### src/rtl/core_inst_sequencer_pkg.sv
// Shared state encoding, instruction-word layout and command encodings for the
// core instruction sequencer.
package core_inst_sequencer_pkg;

    localparam int ADDR_BW = 11;
    localparam int INST_W  = 35;
    localparam int CNT_W   = 7;

    typedef enum logic [3:0] {
        S_IDLE,
        S_WFETCH,
        S_KLOAD,
        S_XFETCH,
        S_EXEC,
        S_DRAIN,
        S_SFP,
        S_FIN
    } state_e;

    localparam int INST_CORELET_LSB   = 0;
    localparam int INST_L0_WR         = 2;
    localparam int INST_L0_RD         = 3;
    localparam int INST_OFIFO_RD      = 6;
    localparam int INST_XMEM_ADDR_LSB = 7;
    localparam int INST_XMEM_WEN      = 18;
    localparam int INST_XMEM_CEN      = 19;
    localparam int INST_PMEM_ADDR_LSB = 20;
    localparam int INST_PMEM_WEN      = 31;
    localparam int INST_PMEM_CEN      = 32;
    localparam int INST_ACC           = 33;
    localparam int INST_RELU          = 34;

    // Both SRAMs deselected with write-enable inactive; everything else zero.
    localparam logic [INST_W-1:0] IDLE_WORD = 35'h1_800C_0000;

    localparam logic [1:0] CMD_NOP   = 2'b00;
    localparam logic [1:0] CMD_KLOAD = 2'b01;
    localparam logic [1:0] CMD_EXEC  = 2'b10;

    function automatic logic cfg_ok(input logic [CNT_W-1:0] n, input int depth);
        return (n != {CNT_W{1'b0}}) && (int'(n) <= depth);
    endfunction

endpackage

### src/rtl/core_inst_sequencer_sram_read_stream.sv
// Issues `count` consecutive SRAM reads from `base` after a go pulse; vld_q
// trails rd_q by one cycle, marking when the read data is on Q.
module sram_read_stream
    import core_inst_sequencer_pkg::*;
(
    input  logic               clk,
    input  logic               reset,
    input  logic               go,
    input  logic [ADDR_BW-1:0] base,
    input  logic [CNT_W-1:0]   count,
    output logic               rd_q,
    output logic [ADDR_BW-1:0] addr_q,
    output logic               vld_q
);

    logic               rd_d;
    logic               vld_d;
    logic [ADDR_BW-1:0] addr_d;
    logic [CNT_W-1:0]   left_q;
    logic [CNT_W-1:0]   left_d;

    // Next read address and remaining-read bookkeeping.
    always_comb begin
        rd_d   = rd_q;
        addr_d = addr_q;
        left_d = left_q;
        vld_d  = rd_q;
        if (go) begin
            rd_d   = 1'b1;
            addr_d = base;
            left_d = count - CNT_W'(1);
        end else if (rd_q) begin
            if (left_q == {CNT_W{1'b0}}) begin
                rd_d = 1'b0;
            end else begin
                addr_d = addr_q + ADDR_BW'(1);
                left_d = left_q - CNT_W'(1);
            end
        end else begin
            rd_d = 1'b0;
        end
    end

    // Stream registers.
    always_ff @(posedge clk or posedge reset) begin
        if (reset) begin
            rd_q   <= 1'b0;
            vld_q  <= 1'b0;
            addr_q <= {ADDR_BW{1'b0}};
            left_q <= {CNT_W{1'b0}};
        end else begin
            rd_q   <= rd_d;
            vld_q  <= vld_d;
            addr_q <= addr_d;
            left_q <= left_d;
        end
    end

endmodule

### src/rtl/core_inst_sequencer.sv
// Tile sequencer: one start pulse becomes the full instruction stream for weight
// fetch, kernel load, activation fetch, execute, OFIFO drain and optional SFP.
module core_inst_sequencer
    import core_inst_sequencer_pkg::*;
#(
    parameter int ROW       = 8,
    parameter int COL       = 8,
    parameter int L0_DEPTH  = 64,
    parameter int KLOAD_CYC = ROW + COL
) (
    input  logic               clk,
    input  logic               reset,
    input  logic               start,
    input  logic [ADDR_BW-1:0] w_base,
    input  logic [ADDR_BW-1:0] x_base,
    input  logic [ADDR_BW-1:0] p_base,
    input  logic [CNT_W-1:0]   n_x,
    input  logic               sfp_en,
    input  logic               relu_en,
    input  logic               ofifo_valid,
    output logic [INST_W-1:0]  inst,
    output logic               busy,
    output logic               done,
    output logic               cfg_err
);

    localparam logic [CNT_W-1:0] ROW_N   = CNT_W'(ROW);
    localparam logic [CNT_W-1:0] KLOAD_N = CNT_W'(KLOAD_CYC);

    state_e             state_q, state_d;
    logic [ADDR_BW-1:0] x_base_q, x_base_d, p_base_q, p_base_d;
    logic [CNT_W-1:0]   n_x_q, n_x_d, cnt_q, cnt_d;
    logic [CNT_W-1:0]   rd_cnt_q, rd_cnt_d, wr_cnt_q, wr_cnt_d;
    logic               sfp_q, sfp_d, relu_q, relu_d, wr_pend_q, wr_pend_d;
    logic [INST_W-1:0]  inst_q, inst_d;
    logic               busy_q, busy_d, done_q, done_d, cfg_err_q, cfg_err_d;

    logic               rs_go_s;
    logic [ADDR_BW-1:0] rs_base_s;
    logic [CNT_W-1:0]   rs_cnt_s;
    logic               rs_rd_s, rs_vld_s, rs_last_s;
    logic [ADDR_BW-1:0] rs_addr_s;

    sram_read_stream u_stream (
        .clk    (clk),
        .reset  (reset),
        .go     (rs_go_s),
        .base   (rs_base_s),
        .count  (rs_cnt_s),
        .rd_q   (rs_rd_s),
        .addr_q (rs_addr_s),
        .vld_q  (rs_vld_s)
    );

    // The last valid strobe of a stream is the cycle its final read data lands.
    assign rs_last_s = rs_vld_s & ~rs_rd_s;

    // Next-state, counter and instruction-word computation.
    always_comb begin
        state_d   = state_q;
        x_base_d  = x_base_q;
        p_base_d  = p_base_q;
        n_x_d     = n_x_q;
        sfp_d     = sfp_q;
        relu_d    = relu_q;
        cnt_d     = cnt_q;
        rd_cnt_d  = rd_cnt_q;
        wr_cnt_d  = wr_cnt_q;
        wr_pend_d = 1'b0;
        rs_go_s   = 1'b0;
        rs_base_s = x_base_q;
        rs_cnt_s  = n_x_q;
        inst_d    = IDLE_WORD;
        done_d    = 1'b0;
        cfg_err_d = 1'b0;
        case (state_q)
            S_IDLE: begin
                if (start && cfg_ok(n_x, L0_DEPTH)) begin
                    x_base_d  = x_base;
                    p_base_d  = p_base;
                    n_x_d     = n_x;
                    sfp_d     = sfp_en;
                    relu_d    = relu_en;
                    rs_go_s   = 1'b1;
                    rs_base_s = w_base;
                    rs_cnt_s  = ROW_N;
                    state_d   = S_WFETCH;
                end else if (start) begin
                    cfg_err_d = 1'b1;
                end else begin
                    state_d = S_IDLE;
                end
            end
            S_WFETCH, S_XFETCH: begin
                inst_d[INST_XMEM_CEN] = ~rs_rd_s;
                inst_d[INST_XMEM_ADDR_LSB +: ADDR_BW] = rs_rd_s ? rs_addr_s : {ADDR_BW{1'b0}};
                inst_d[INST_L0_WR] = rs_vld_s;
                if (rs_last_s) begin
                    state_d = (state_q == S_WFETCH) ? S_KLOAD : S_EXEC;
                    cnt_d   = {CNT_W{1'b0}};
                end else begin
                    state_d = state_q;
                end
            end
            S_KLOAD: begin
                if (cnt_q != KLOAD_N) begin
                    inst_d[INST_CORELET_LSB +: 2] = CMD_KLOAD;
                    inst_d[INST_L0_RD] = 1'b1;
                    cnt_d = cnt_q + CNT_W'(1);
                end else begin
                    // Trailing nop cycle; the activation stream starts behind it.
                    rs_go_s   = 1'b1;
                    rs_base_s = x_base_q;
                    rs_cnt_s  = n_x_q;
                    cnt_d     = {CNT_W{1'b0}};
                    state_d   = S_XFETCH;
                end
            end
            S_EXEC: begin
                inst_d[INST_CORELET_LSB +: 2] = CMD_EXEC;
                inst_d[INST_L0_RD] = 1'b1;
                if (cnt_q == n_x_q - CNT_W'(1)) begin
                    cnt_d    = {CNT_W{1'b0}};
                    rd_cnt_d = {CNT_W{1'b0}};
                    wr_cnt_d = {CNT_W{1'b0}};
                    state_d  = S_DRAIN;
                end else begin
                    cnt_d = cnt_q + CNT_W'(1);
                end
            end
            S_DRAIN: begin
                if (ofifo_valid && (rd_cnt_q != n_x_q)) begin
                    inst_d[INST_OFIFO_RD] = 1'b1;
                    rd_cnt_d  = rd_cnt_q + CNT_W'(1);
                    wr_pend_d = 1'b1;
                end else begin
                    wr_pend_d = 1'b0;
                end
                // The OFIFO word read last cycle is on its output now: store it.
                if (wr_pend_q) begin
                    inst_d[INST_PMEM_CEN] = 1'b0;
                    inst_d[INST_PMEM_WEN] = 1'b0;
                    inst_d[INST_PMEM_ADDR_LSB +: ADDR_BW] = p_base_q + ADDR_BW'(wr_cnt_q);
                    wr_cnt_d = wr_cnt_q + CNT_W'(1);
                    if (wr_cnt_q == n_x_q - CNT_W'(1)) begin
                        if (sfp_q) begin
                            rs_go_s   = 1'b1;
                            rs_base_s = p_base_q;
                            rs_cnt_s  = n_x_q;
                            state_d   = S_SFP;
                        end else begin
                            state_d = S_FIN;
                        end
                    end else begin
                        state_d = S_DRAIN;
                    end
                end else begin
                    state_d = S_DRAIN;
                end
            end
            S_SFP: begin
                inst_d[INST_PMEM_CEN] = ~rs_rd_s;
                inst_d[INST_PMEM_ADDR_LSB +: ADDR_BW] = rs_rd_s ? rs_addr_s : {ADDR_BW{1'b0}};
                inst_d[INST_ACC]  = 1'b1;
                inst_d[INST_RELU] = relu_q;
                if (rs_last_s) begin
                    state_d = S_FIN;
                end else begin
                    state_d = S_SFP;
                end
            end
            S_FIN: begin
                done_d  = 1'b1;
                state_d = S_IDLE;
            end
            default: begin
                state_d = S_IDLE;
            end
        endcase
        busy_d = (state_d != S_IDLE);
    end

    // Sequencer state and registered outputs.
    always_ff @(posedge clk or posedge reset) begin
        if (reset) begin
            state_q   <= S_IDLE;
            x_base_q  <= {ADDR_BW{1'b0}};
            p_base_q  <= {ADDR_BW{1'b0}};
            n_x_q     <= {CNT_W{1'b0}};
            sfp_q     <= 1'b0;
            relu_q    <= 1'b0;
            cnt_q     <= {CNT_W{1'b0}};
            rd_cnt_q  <= {CNT_W{1'b0}};
            wr_cnt_q  <= {CNT_W{1'b0}};
            wr_pend_q <= 1'b0;
            inst_q    <= IDLE_WORD;
            busy_q    <= 1'b0;
            done_q    <= 1'b0;
            cfg_err_q <= 1'b0;
        end else begin
            state_q   <= state_d;
            x_base_q  <= x_base_d;
            p_base_q  <= p_base_d;
            n_x_q     <= n_x_d;
            sfp_q     <= sfp_d;
            relu_q    <= relu_d;
            cnt_q     <= cnt_d;
            rd_cnt_q  <= rd_cnt_d;
            wr_cnt_q  <= wr_cnt_d;
            wr_pend_q <= wr_pend_d;
            inst_q    <= inst_d;
            busy_q    <= busy_d;
            done_q    <= done_d;
            cfg_err_q <= cfg_err_d;
        end
    end

    assign inst    = inst_q;
    assign busy    = busy_q;
    assign done    = done_q;
    assign cfg_err = cfg_err_q;

endmodule
### config.mk
export PLATFORM = sky130hd
export DESIGN_NAME = core_inst_sequencer
export DESIGN_NICKNAME = d
export VERILOG_FILES = /design/src/rtl/core_inst_sequencer_pkg.sv /design/src/rtl/core_inst_sequencer_sram_read_stream.sv /design/src/rtl/core_inst_sequencer.sv
export SDC_FILE = /design/constraint.sdc
export NUM_CORES = 1
export LEC_CHECK = 0
export CORE_MARGIN = 2
export CORE_UTILIZATION = 58
export DETAILED_ROUTE_END_ITERATION = 10
export DONT_BUFFER_PORTS = 1
export PLACE_DENSITY = 0.84
export SKIP_LAST_GASP = 1
export SYNTH_ARGS = -nofsm -noshare
export SYNTH_HDL_FRONTEND = slang
export SYNTH_SLANG_ARGS = --single-unit
### constraint.sdc
create_clock -name clk -period 3.92 [get_ports clk]
set_clock_uncertainty 0.15 [all_clocks]
set_input_delay 0.588 -clock clk [delete_from_list [all_inputs] [get_ports clk]]
set_output_delay 0.588 -clock clk [all_outputs]
set_load 0.01 [all_outputs]
==> impl_metrics.json, run 1 <==
{
  "instances_no_fill": 779,
  "place_ws_ns": 0.0885,
  "placed_cell_area_mm2": 0.00622,
  "synthesis.area_mm2": 0.00611,
  "vias": 4696,
  "hold_viol": 0,
  "overflow": 0,
  "fin_crit_ns": 3.74,
  "grt_first_pass_wirelength_um": 24400,
  "worstSetupEndpointType": "register",
  "ys_async_sr_fraction_pct": 100,
  "final_layout_size_suffix_gt1_share_pct": 9.18,
  "final_nets": 699,
  "regArea_mm2": 0.00278,
  "p_comb_share_pct": 30.1,
  "fmax_mhz": 267,
  "ir_worst_vdd_uv": 303,
  "dp_hpwl_um": 11000,
  "grt_use_met2_pct": 45.5,
  "p_seq_share_pct": 48.1,
  "post_drt_wl_per_cell_um": 18.9,
  "p_sw_mw": 1.30,
  "rsz0062_at_grt": "false",
  "worstPathRequired_ns": 4.07,
  "total_power_mw": 3.46,
  "synth_ff_type": "dfrtp_1",
  "portBuffers": 0,
  "die-area_mm2": 0.0114,
  "cts_tree": "built",
  "track_usage_pct": 27.5,
  "powerDensity_mw_per_mm2": 535,
  "multi_input_area_mm2": 0.00309,
  "yosysTopAreaCell": "dfrtp_1",
  "busiest_layer": "met2",
  "final_cell_mix": "nand2_1 (129), dfrtp_1 (108), xor2_1 (33), o21ai_0 (28), nor2_1 (27)",
  "postLayoutCoreUtil_pct": 63.0,
  "yosys-top-cells-area": "dfrtp_1 (44%), nand2_1 (7.9%), xor2_1 (4.7%)",
  "p_leak_nw": 3.07,
  "grt_antenna_before_repair": 0,
  "postLayoutSetupSlackWorst_ns": 0.181,
  "ant_nets": 0,
  "slew_violations": 0,
  "fin_tns_setup_ns": 0,
  "p_clk_share_pct": 21.8,
  "drt_wl_total_um": 14700,
  "clock_latency_ns": 0.39,
  "die_x_um": 107,
  "syn_to_final_growth_pct": 5.87,
  "grt_start_max_net_pins": 48,
  "n_fill_cell": 834,
  "path_clk_slew_ns": 0.12,
  "layout.cells.most_common": "nand2_1",
  "cp.arrival_ns": 3.89,
  "start_kind": "register",
  "drtIter0Drc": 323,
  "netlist-cell-type-count": 74,
  "max_slew.worst_pin.slew_ns": 0.801,
  "swShare_pct": 37.6,
  "rows": 37,
  "diodes": 0,
  "stdcell_area_mm2": 0.00647,
  "whs_ns": 0.135,
  "yosysWarnings": 0,
  "use_met1_pct": 34.9,
  "ys_seq_area_share_pct": 45.5,
  "numCtsBuffers": 9,
  "vias_per_cell": 6.03,
  "setup_violations": 0,
  "grtUsageMet3_pct": 6.57,
  "gp_congestion": 0.946,
  "worstSetupPathType": "register to register",
  "cts_max_path_buffers": 2,
  "die_h_um": 107,
  "period_share_pct": 95.4,
  "synth_enable_flop_cells": 0,
  "start_util_pct": 59.5,
  "netlist_instances": 644,
  "intPower_mw": 2.16,
  "hold_path_class": "input pin to register",
  "syn_avg_cell_area_um2": 9.49,
  "core_mm2": 0.0103,
  "clock-sinks": 111,
  "yosys.area.top_type_share_pct": 44.2,
  "ys_ff_latch": 111,
  "path_max_fanout": 5,
  "maxCapViolCount": 0,
  "io_pins": 84,
  "dp.cells": 759,
  "outcome": "complete, no violations",
  "maxSlewHeadroom_pct": 46.2,
  "drc_errors": 0,
  "grt_pass1_vias": 4795,
  "h-tree-depth": 3,
  "clock-root-buffer": "clkbuf_8",
  "dr.pass1.iters": 5
}
==> worst paths after layout <==
check | start | end | slack, ns | cells after the start
max | n_x_q[1]$_DFFE_PP0P_ | u_stream.left_q[6]$_DFFE_PP0P_ | 0.18 | 13
min | p_base[5] | p_base_q[5]$_DFFE_PP0P_ | 0.14 | 2
max reg2reg | n_x_q[1]$_DFFE_PP0P_ | u_stream.left_q[6]$_DFFE_PP0P_ | 0.18 | 13
min reg2reg | x_base_q[7]$_DFFE_PP0P_ | x_base_q[7]$_DFFE_PP0P_ | 0.33 | 2
max in group asynchronous | reset | x_base_q[1]$_DFFE_PP0P_ | 2.23 | 3
min in group asynchronous | reset | u_stream.addr_q[9]$_DFFE_PP0P_ | 0.47 | 2
==> final cells by class <==
| class | instances | area share (%) |
|---|---|---|
| multi-input combinational | 479 | 47.7 |
| sequential | 111 | 43.0 |
| tap | 136 | 2.63 |
| timing repair buffer | 19 | 2.24 |
| clock buffer | 9 | 1.91 |
| clock inverter | 7 | 1.51 |
| inverter | 18 | 1.08 |
==> flip-flops by register name (all words and copies together) (netlist names), 4 cells and up <==
register and cells:
cnt_q 7, inst 32, n_x_q 7, p_base_q 11
rd_cnt_q 7, state_q 4, u_stream.addr_q 11, u_stream.left_q 7
wr_cnt_q 7, x_base_q 11
==> worst max-delay path, cell delays in order (launching register included) <==
cell     delay (ns)
dfrtp_1        0.43
inv_1          0.09
ha_1           0.17
or3b_1         0.40
nor3_2         0.23
xor3_1         0.29
or4_4          0.47
and2_4         0.21
a21oi_1        0.18
ha_2           0.24
nand2_1        0.08
or3_1          0.35
xor2_1         0.16
o31ai_2        0.21
==> Yosys cell counts (3+ instances only) <==
cell type  count
mux2_2         3
and3_1        12
buf_4          4
nand3_1       25
nand3b_1       3
nor2b_1        6
dfrtp_1      108
buf_2          6
nand4_1        9
a21o_1         4
and2_1        13
a22o_1         3
nand2_1      129
or4_1          4
o21ai_0       28
a21oi_1       21
mux2_1         6
inv_1         18
or3_1          7
or4_4          3
o31ai_2        3
buf_6          4
xnor2_1       24
nand2b_1       3
ha_1          14
a31oi_1        3
and4_1         3
xor2_1        33
a211oi_1       5
clkbuf_1      23
nor3_1        15
mux2i_1       22
nor4_1         5
nor2_1        27
dfstp_2        3
==> power by group through the flow <==
stage / registers, mW / logic (mW) / clock network [mW]
6_report: 1.67 / 1.04 / 0.754
5_1_grt: 1.70 / 1.17 / 0.812
4_1_cts: 1.65 / 1.03 / 0.769
3_5_place_dp: 1.68 / 1.02 / 0
3_3_place_gp: 1.66 / 0.972 / 0
2_1_floorplan: 1.54 / 0.862 / 0
==> layer usage <==
metal | vias to the layer above | part of all wire, %
li1 | 2195 | -
met1 | 2298 | 42
met2 | 170 | 50
met3 | 33 | 6.2
met4 | 0 | 2.5
met5 | - | 0
==> cell families after synthesis <==
group                    Yosys count  synth area share (%)
other                              2                 0.123
adder cells (fa/ha/maj)           15                  3.19
buffers and inverters             56                  4.30
XOR/XNOR                          60                  9.29
AND/OR/NAND/NOR                  274                  21.8
AO/OA/AOI/OAI                     95                  10.5
multiplexers                      31                  5.26
flip-flops                       111                  45.5
==> timing repair <==
| item | in CTS | in global routing |
|---|---|---|
| endpoints found under the setup margin | 0 | 2 |
| gates resized for setup | 0 | 1 |
| endpoints found under the hold margin | 22 | 0 |
| hold buffers | 1 | 0 |
| setup buffers | 0 | 3 |
No activity file was read; power rests on OpenSTA's default activity.
==> run 2: changes to the inputs <==
--- a/config.mk
+++ b/config.mk
@@ -6,10 +6,11 @@
 export NUM_CORES = 1
 export LEC_CHECK = 0
 export CORE_MARGIN = 2
-export CORE_UTILIZATION = 58
+export CORE_UTILIZATION = 60
+export CTS_BUF_LIST = sky130_fd_sc_hd__clkbuf_8
 export DETAILED_ROUTE_END_ITERATION = 10
 export DONT_BUFFER_PORTS = 1
-export PLACE_DENSITY = 0.84
+export PLACE_DENSITY = 0.87
 export SKIP_LAST_GASP = 1
 export SYNTH_ARGS = -nofsm -noshare
 export SYNTH_HDL_FRONTEND = slang
==> constraint.sdc (replaced) <==
create_clock -name clk -period 3.2 [get_ports clk]
set_clock_uncertainty 0.15 [all_clocks]
set_input_delay 0.48 -clock clk [delete_from_list [all_inputs] [get_ports clk]]
set_output_delay 0.48 -clock clk [all_outputs]
set_load 0.01 [all_outputs]
==> run 2 against run 1 <==
The flow now finishes with violations (hold timing, setup timing). Critical endpoint unchanged. Routed wire length rose by 5.1%. Non-clock buffer count rose by 29. Largest cell class unchanged. Worst hold slack got worse by 0.14 ns. Critical path type unchanged. Register-to-register slack got worse by 0.52 ns.
==> impl_metrics.json, run 2 (synthesis results as in run 1) <==
{
  "outcome": "complete, but fails checks",
  "violations": "hold timing, setup timing",
  "crit_cells": 13,
  "endpoint": "u_stream.left_q[6]$_DFFE_PP0P_",
  "hold_viol": 8,
  "cp.arrival_ns": 3.69,
  "vias_per_cell": 6.13,
  "crit_chain": "inv_2 -> ha_4 -> or3b_4 -> nor3_4 -> xor3_1 -> or4_4 -> nand2_4 -> mux2i_2 -> ha_2 -> nand2_2 -> or3_4 -> xor2_1 -> o31ai_2",
  "worstPathRequired_ns": 3.35,
  "final_nets": 728,
  "total_power_mw": 4.40,
  "postLayoutCoreUtil_pct": 69.2,
  "setup_violations": 3,
  "period_share_pct": 111,
  "crit_family": "simple AND/OR/NAND/NOR gates",
  "rows": 36,
  "worstSetupPathType": "register to register",
  "vias": 4936,
  "path_buf_inv": 1,
  "rsz0062_at_grt": "true",
  "drt_wl_total_um": 15400,
  "overflow": 0,
  "path_max_fanout": 3,
  "layout.cells.most_common": "nand2_1",
  "largest_reg_flops": 32,
  "worstReg2RegEnd": "u_stream.left_q[6]$_DFFE_PP0P_",
  "gp_congestion": 0.923,
  "p_leak_nw": 3.24,
  "core_mm2": 0.00982,
  "fmax_mhz": 283,
  "grt_antenna_before_repair": 0,
  "dp_hpwl_um": 11300,
  "fin_crit_ns": 3.54,
  "post_drt_wl_per_cell_um": 19.2,
  "path_clk_slew_ns": 0.11,
  "rrSetupSlack_ns": -0.34,
  "numCtsBuffers": 9,
  "cts_tree": "built",
  "cts_max_path_buffers": 2,
  "slew_violations": 0,
  "die_h_um": 105,
  "r2r_start": "n_x_q[1]$_DFFE_PP0P_",
  "die-area_mm2": 0.0110,
  "die_x_um": 105,
  "grt_start_max_net_pins": 62,
  "start_kind": "register",
  "postLayoutSetupSlackWorst_ns": -0.339,
  "final_cell_mix": "nand2_1 (127), dfrtp_1 (108), buf_4 (45), xor2_1 (33), o21ai_0 (28)",
  "powerDensity_mw_per_mm2": 648,
  "n_fill_cell": 727,
  "critPathSlowestCell": "or4_4",
  "r2r_cells": 13,
  "drtIter0Drc": 506,
  "h-tree-depth": 3,
  "clock-root-buffer": "clkbuf_8",
  "slowest_delay_ns": 0.48,
  "ir_worst_vdd_uv": 369,
  "maxSlewHeadroom_pct": 45.8,
  "maxCapViolCount": 0,
  "whs_ns": -0.00824,
  "ant_nets": 0,
  "hold_path_class": "input pin to asynchronous set/reset pin",
  "max_slew.worst_pin.slew_ns": 0.806,
  "portBuffers": 0,
  "clock-sinks": 111,
  "track_usage_pct": 29.0,
  "grt_first_pass_wirelength_um": 25100,
  "start_util_pct": 62.3,
  "worstSetupEndpointType": "register",
  "clock_latency_ns": 0.39,
  "syn_to_final_growth_pct": 11.1,
  "crit_start": "n_x_q[1]$_DFFE_PP0P_",
  "grt_pass1_vias": 4901,
  "io_pins": 84,
  "dr.pass1.iters": 6,
  "fin_tns_setup_ns": -0.724,
  "final_layout_size_suffix_gt1_share_pct": 15.2,
  "drc_errors": 0,
  "diodes": 0
}
==> run 2: cell types whose count changed in the layout (fill, tap and decap cells not counted), sizes merged <==
cell | previous run | this run
buf | 18 | 48
inv | 23 | 20
clkinvlp | 0 | 2
clkinv | 1 | 2
dlygate4sd3 | 1 | 0
==> run 2: what timing repair did <==
action                                  4_1_cts  5_1_grt
resized for setup                            10        6
setup buffers                                 3        0
hold buffers                                  0        0
endpoints found under the setup margin        4        3
pin swaps                                     2        3
==> run 2: worst reg2reg max path: cells and delay by family (launching register included) <==
kind | cells | cell delay (ns)
adder cells (fa/ha/maj) | 2 | 0.37
XOR/XNOR | 2 | 0.44
flip-flops | 1 | 0.40
AND/OR/NAND/NOR | 6 | 1.61
AO/OA/AOI/OAI | 1 | 0.19
multiplexers | 1 | 0.21
buffers and inverters | 1 | 0.09
==> run 2: stage by stage <==
stage,std cells,hold slack [ns],setup slack (ns),cell area [um^2]
final,805,-0.00824,-0.339,6790
after global routing,805,0.0296,-0.490,6790
after CTS,805,0.0200,-0.317,6760
after detailed placement,786,0.307,-0.521,6490
after global placement,786,0.302,-0.351,6490
after floorplan,646,0.202,-0.589,6170
==> run 2: worst min path at each step <==
stage	startpoint	to	slack [ns]	cells past startpoint
4_1_cts	reset	inst[14]$_DFF_PP0_	0.02	2
3_5_place_dp	x_base_q[6]$_DFFE_PP0P_	x_base_q[6]$_DFFE_PP0P_	0.31	2
2_1_floorplan	u_stream.rd_q$_DFF_PP0_	u_stream.vld_q$_DFF_PP0_	0.20	0
6_report	reset	inst[14]$_DFF_PP0_	-0.008	2
5_1_grt	p_base[5]	p_base_q[5]$_DFFE_PP0P_	0.03	2
3_3_place_gp	x_base_q[6]$_DFFE_PP0P_	x_base_q[6]$_DFFE_PP0P_	0.30	2
==> run 2: routing by layer <==
metal	global-route usage, %	up-vias	routed length (um)
li1	-	2250	-
met1	37.4	2379	6130
met2	47.8	254	7710
met3	6.30	53	1100
met4	11.5	0	490
met5	0	-	0
==> run 2: power by group <==
group / switching [mW] / internal [mW]
Combinational: 0.797 / 0.704
Clock: 0.500 / 0.373
Sequential: 0.356 / 1.67
==> run 2: final cells by class <==
class / count / area (um^2) / area share [%]
clock inverter: 7 / 81.3 / 1.20
clock buffer: 9 / 124 / 1.82
inverter: 18 / 73.8 / 1.09
sequential: 111 / 2780 / 40.9
multi-input combinational: 479 / 3180 / 46.8
tap: 133 / 166 / 2.45
timing repair buffer: 48 / 389 / 5.73
